--- src/rtl/pkt_ctrl_50.sv ---
// Packet framing controller: detects header bytes from a byte-serial deserialiser,
// forwards the payload into a downstream FIFO, and reports overflow/timeout aborts.
module pkt_ctrl_50 #(
  parameter int unsigned PAYLOAD_LEN   = 4,
  parameter logic [7:0]  HDR_A         = 8'hA5,
  parameter logic [7:0]  HDR_B         = 8'hC3,
  parameter int unsigned TIMEOUT_CYC   = 64,
  parameter bit          RESYNC_ON_HDR = 1'b0
) (
  input  logic       clk_50,
  input  logic       reset_n,
  input  logic       data_ena,
  input  logic [7:0] parallel_data,
  input  logic       fifo_full,
  output logic       wr_fifo,
  output logic [7:0] wr_data,
  output logic       pkt_done,
  output logic [7:0] byte_idx,
  output logic       in_pkt,
  output logic       ovf_err,
  output logic       tmo_err,
  output logic [7:0] err_cnt
);

  localparam logic [7:0]  LastIdx = 8'(PAYLOAD_LEN - 1);
  localparam logic [15:0] TmoLast = 16'(TIMEOUT_CYC - 1);

  typedef enum logic [0:0] {StIdle, StPayload} state_e;

  state_e      state_q, state_d;
  logic        data_ena_q;
  logic        wr_fifo_q, wr_fifo_d;
  logic [7:0]  wr_data_q, wr_data_d;
  logic        pkt_done_q, pkt_done_d;
  logic [7:0]  byte_idx_q, byte_idx_d;
  logic        ovf_err_q, ovf_err_d;
  logic        tmo_err_q, tmo_err_d;
  logic [7:0]  err_cnt_q, err_cnt_d;
  logic [15:0] idle_cnt_q, idle_cnt_d;

  logic byte_valid;
  logic is_hdr;
  logic resync_hit;
  logic tmo_hit;

  // A byte is complete on the falling edge of data_ena.
  assign byte_valid = ~data_ena & data_ena_q;
  assign is_hdr     = (parallel_data == HDR_A) || (parallel_data == HDR_B);
  assign resync_hit = RESYNC_ON_HDR && is_hdr;
  // An arriving byte wins over a timeout landing in the same cycle.
  assign tmo_hit    = ~byte_valid && (idle_cnt_q == TmoLast);

  // State register.
  always_ff @(posedge clk_50) begin
    if (!reset_n) begin
      state_q <= StIdle;
    end else begin
      state_q <= state_d;
    end
  end

  // Next-state logic.
  always_comb begin
    state_d = state_q;
    unique case (state_q)
      StIdle: begin
        if (byte_valid && is_hdr) state_d = StPayload;
      end
      StPayload: begin
        if (byte_valid) begin
          if (!resync_hit && (fifo_full || (byte_idx_q == LastIdx))) state_d = StIdle;
        end else if (tmo_hit) begin
          state_d = StIdle;
        end
      end
      default: state_d = StIdle;
    endcase
  end

  // Next values for the registered outputs and the idle counter.
  always_comb begin
    wr_fifo_d  = 1'b0;
    pkt_done_d = 1'b0;
    ovf_err_d  = 1'b0;
    tmo_err_d  = 1'b0;
    wr_data_d  = wr_data_q;
    byte_idx_d = byte_idx_q;
    idle_cnt_d = idle_cnt_q;
    unique case (state_q)
      StIdle: begin
        idle_cnt_d = '0;
        if (byte_valid && is_hdr) byte_idx_d = '0;
      end
      StPayload: begin
        if (byte_valid) begin
          idle_cnt_d = '0;
          if (resync_hit) begin
            byte_idx_d = '0;
          end else if (fifo_full) begin
            ovf_err_d  = 1'b1;
            byte_idx_d = '0;
          end else begin
            wr_fifo_d = 1'b1;
            wr_data_d = parallel_data;
            if (byte_idx_q == LastIdx) begin
              pkt_done_d = 1'b1;
              byte_idx_d = '0;
            end else begin
              byte_idx_d = byte_idx_q + 8'd1;
            end
          end
        end else if (tmo_hit) begin
          tmo_err_d  = 1'b1;
          byte_idx_d = '0;
          idle_cnt_d = '0;
        end else begin
          idle_cnt_d = idle_cnt_q + 16'd1;
        end
      end
      default: begin
        byte_idx_d = '0;
        idle_cnt_d = '0;
      end
    endcase
    err_cnt_d = err_cnt_q;
    if ((ovf_err_d || tmo_err_d) && (err_cnt_q != 8'hFF)) err_cnt_d = err_cnt_q + 8'd1;
  end

  // Output and datapath registers.
  always_ff @(posedge clk_50) begin
    if (!reset_n) begin
      data_ena_q <= 1'b0;
      wr_fifo_q  <= 1'b0;
      wr_data_q  <= '0;
      pkt_done_q <= 1'b0;
      byte_idx_q <= '0;
      ovf_err_q  <= 1'b0;
      tmo_err_q  <= 1'b0;
      err_cnt_q  <= '0;
      idle_cnt_q <= '0;
    end else begin
      data_ena_q <= data_ena;
      wr_fifo_q  <= wr_fifo_d;
      wr_data_q  <= wr_data_d;
      pkt_done_q <= pkt_done_d;
      byte_idx_q <= byte_idx_d;
      ovf_err_q  <= ovf_err_d;
      tmo_err_q  <= tmo_err_d;
      err_cnt_q  <= err_cnt_d;
      idle_cnt_q <= idle_cnt_d;
    end
  end

  assign wr_fifo  = wr_fifo_q;
  assign wr_data  = wr_data_q;
  assign pkt_done = pkt_done_q;
  assign byte_idx = byte_idx_q;
  assign in_pkt   = (state_q == StPayload);
  assign ovf_err  = ovf_err_q;
  assign tmo_err  = tmo_err_q;
  assign err_cnt  = err_cnt_q;

endmodule

--- config.mk ---
export PLATFORM = sky130hd
export DESIGN_NAME = pkt_ctrl_50
export DESIGN_NICKNAME = d
export VERILOG_FILES = /design/src/rtl/pkt_ctrl_50.sv
export SDC_FILE = /design/constraint.sdc
export NUM_CORES = 1
export LEC_CHECK = 0
export CORE_UTILIZATION = 51
export CTS_CLUSTER_SIZE = 28
export DETAILED_ROUTE_END_ITERATION = 8
export PLACE_DENSITY = 0.8
export SLEW_MARGIN = 0
export SYNTH_ARGS = -nofsm -noshare
export SYNTH_HDL_FRONTEND = slang
export SYNTH_SLANG_ARGS = --single-unit
--- constraint.sdc ---
create_clock -name clk_50 -period 2.1 [get_ports clk_50]
set_clock_uncertainty 0.1 [all_clocks]
set_input_delay 0.42 -clock clk_50 [delete_from_list [all_inputs] [get_ports clk_50]]
set_output_delay 0.42 -clock clk_50 [all_outputs]
set_load 0.01 [all_outputs]
==> run summary, run 1 <==
Status - completed
Crit path max fanout - 5
Total track usage - 0.222
Layout Utilization - 0.728
Synthesis-to-layout area growth - 32.7%
Compound-gate portion of the synthesized area - 0.117
Detailed-route via count - 1849
Unrepaired setup endpoints after global routing - false
Share of synthesized flip-flops with an asynchronous set or reset - 0
Startpoint Class - register
Die area - 4310 µm²
Antenna cells - 0
Critical Path End Type - register
DIE WIDTH - 65.7 µm
Hold Path Class - register to register
Post-synth top area share - 0.445
Antenna violations before repair - 0
Setup bufs post-CTS - 0
Adder-Cell Fraction of Synth Area - 0.0181
Relative slew margins - 0.665
Mux cell area share after synthesis - 0.0242
Net count, final - 310
Leading cell type in the layout, fill and taps excluded - dfxtp_1
Placement Setup Slack - -0.0589 ns
Post_cts resized - 0
Ports - 41
Synth Area per Inst - 8.55 µm²
Cts hold-fix bufs - 0
Core ar. - 3770 µm²
Hold Slack - 0.358 ns
Synth top area cells - dfxtp_1 45%, nand2_1 7.4%, nor2_1 4.9%
Cell taking the most area after synthesis - dfxtp_1
GP Congestion - 0.846
Vias in the first global route - 1694
TritonCTS Buffers - 5
# rows - 22
Crit path time final - 1.97 ns
Vias/cell - 5.38
Clk_lat worst skew - 0.30 ns
Warnings from Yosys - 0
Distinct cells, synth - 42
Drt first pass iters - 4
Drt drc - 0
Setup ws final - 0.130 ns
Total gr overflow - 0
Simple-gate share of the synthesized area - 0.318
Final setup fails - 0
Max Cap Viol - 0
Max VDD drop - 0.697 mV
Largest net degree at the start of global routing - 18
Antenna-violating nets left - 0
Routed WL - 4400 µm
Register area - 921 µm²
PD cells - 629 nW/µm²
Die Height - 65.7 µm
Initial Utilization - 0.548
P_leak - 0.974 nW
First-pass GRT wire length - 7330 µm
Primary FF master, synth - dfxtp_1
Most frequent cells in the layout - 46 x dfxtp_1, 41 x nand2_1, 40 x clkdlybuf4s50_1
CTS tree - done
Synthesized instance count - 242
Max clock buf depth - 2
Post-Syn Nets - 257
Worst-Margin Slew - 0.503 ns
Initial drt markers - 96
Worst Path Required - 2.19 ns
Hold Fails Final Rpt - 0
Post-synth EDFFs - 0
CTS H-tree depth - 2
Routed wire per std cell - 12.8 µm
Crit path DAT - 2.06 ns
Port bufs - 40
Worst-path clk slew - 0.08 ns
Dpl hpwl - 3210 µm
Multi-input logic area - 1100 µm²
# fillers - 279
Sequential area share after synthesis - 0.445
Max Slew Vio Count - 0
Crit path kind - register to register
Clock root cell - clkbuf_8
F_max - 507 MHz
Mapped Area - 2070 µm²
Period utilization - 0.938
Total power - 0.00173 W
Synth Area in XOR/XNOR - 0.0551
Share of post-route cells with drive strength above 1 - 0.0980
Clock sinks - 46
Main combinational cell family by area after synthesis - simple AND/OR/NAND/NOR gates
Seq cells post-synth - 46
[cell type report]
| cell class | instances | area share |
|---|---|---|
| Timing Repair Buffer | 54 | 0.184 |
| Clock inverter | 2 | 0.0219 |
| Clock buffer | 6 | 0.0301 |
| Tap cell | 48 | 0.0219 |
| Multi-Input combinational cell | 184 | 0.401 |
| Sequential cell | 46 | 0.335 |
| Inverter | 4 | 0.00547 |
[cells in the mapped netlist (4+ instances only)]
master     n
nor2_1    27
xnor2_1    6
xor2_1     7
clkbuf_1   7
dfxtp_1   46
nand2_1   41
nor3_1     4
nand3_1    9
nand2b_1   9
a21oi_1   18
nand4_1    4
o21ai_0    7
mux2i_1    5
and3_1     6
[stage by stage]
step	cells	area (µm²)	TNS, ns
after CTS	344	2750	0
final	344	2750	0
after global placement	336	2600	-0.0209
after detailed placement	336	2600	-0.0882
after floorplan	242	2070	0
after global routing	344	2750	0
[cells by family (layout without fill, tap and decap cells)]
kind of cell	after synthesis	count (layout)
AND/OR/NAND/NOR	124	124
adder cells (fa/ha/maj)	3	3
buffers and inverters	12	66
AO/OA/AOI/OAI	39	39
XOR/XNOR	13	13
multiplexers	5	5
flip-flops	46	46
[power by group]
group	internal [W]	switching, W	leakage, nW
Combinational	0.0000293	0.0000226	0.532
Sequential	0.000872	0.000000488	0.371
Clock	0.000507	0.000294	0.0714
Total	0.00141	0.000317	0.974
[worst max-delay path: stages, from the launching register on]
cell and delay (ns):
dfxtp_1 0.34, ha_1 0.24, or4b_1 0.51, nor4_4 0.22, nor2_2 0.10, buf_4 0.15, a21oi_1 0.13, nor3_1 0.06
[sequential cells by signal, summed over array words and instances, names as in the netlist]
signal	flops
ovf_err	1
wr_fifo	1
idle_cnt_q	16
data_ena_q	1
pkt_done	1
wr_data	8
err_cnt	8
in_pkt	1
tmo_err	1
byte_idx	8
[path summary, 6_finish.rpt]
kind	depth (start not counted)	startpoint	to	slack (ns)
setup / recovery	7	byte_idx[0]	byte_idx[2]	0.13
hold / removal	2	wr_data[7]	wr_data[7]	0.36
setup reg to reg	7	byte_idx[0]	byte_idx[2]	0.13
hold reg to reg	2	wr_data[7]	wr_data[7]	0.36
[per-layer routing]
metal,vias up,global-route usage,part of all wire
li1,945,-,-
met5,-,0,0
met1,871,0.274,0.48
met3,6,0.0590,0.033
met2,27,0.358,0.48
met4,0,0.0951,0.0093
Note: power is estimated with default switching activity, not from simulation.
==> run 2, diff against run 1 <==
--- a/config.mk
+++ b/config.mk
@@ -5,6 +5,7 @@
 export SDC_FILE = /design/constraint.sdc
 export NUM_CORES = 1
 export LEC_CHECK = 0
+export CAP_MARGIN = 20
 export CORE_UTILIZATION = 51
 export CTS_CLUSTER_SIZE = 28
 export DETAILED_ROUTE_END_ITERATION = 8
==> results of run 2 <==
The final DEF is identical to that of run 1; final timing and power are the same.
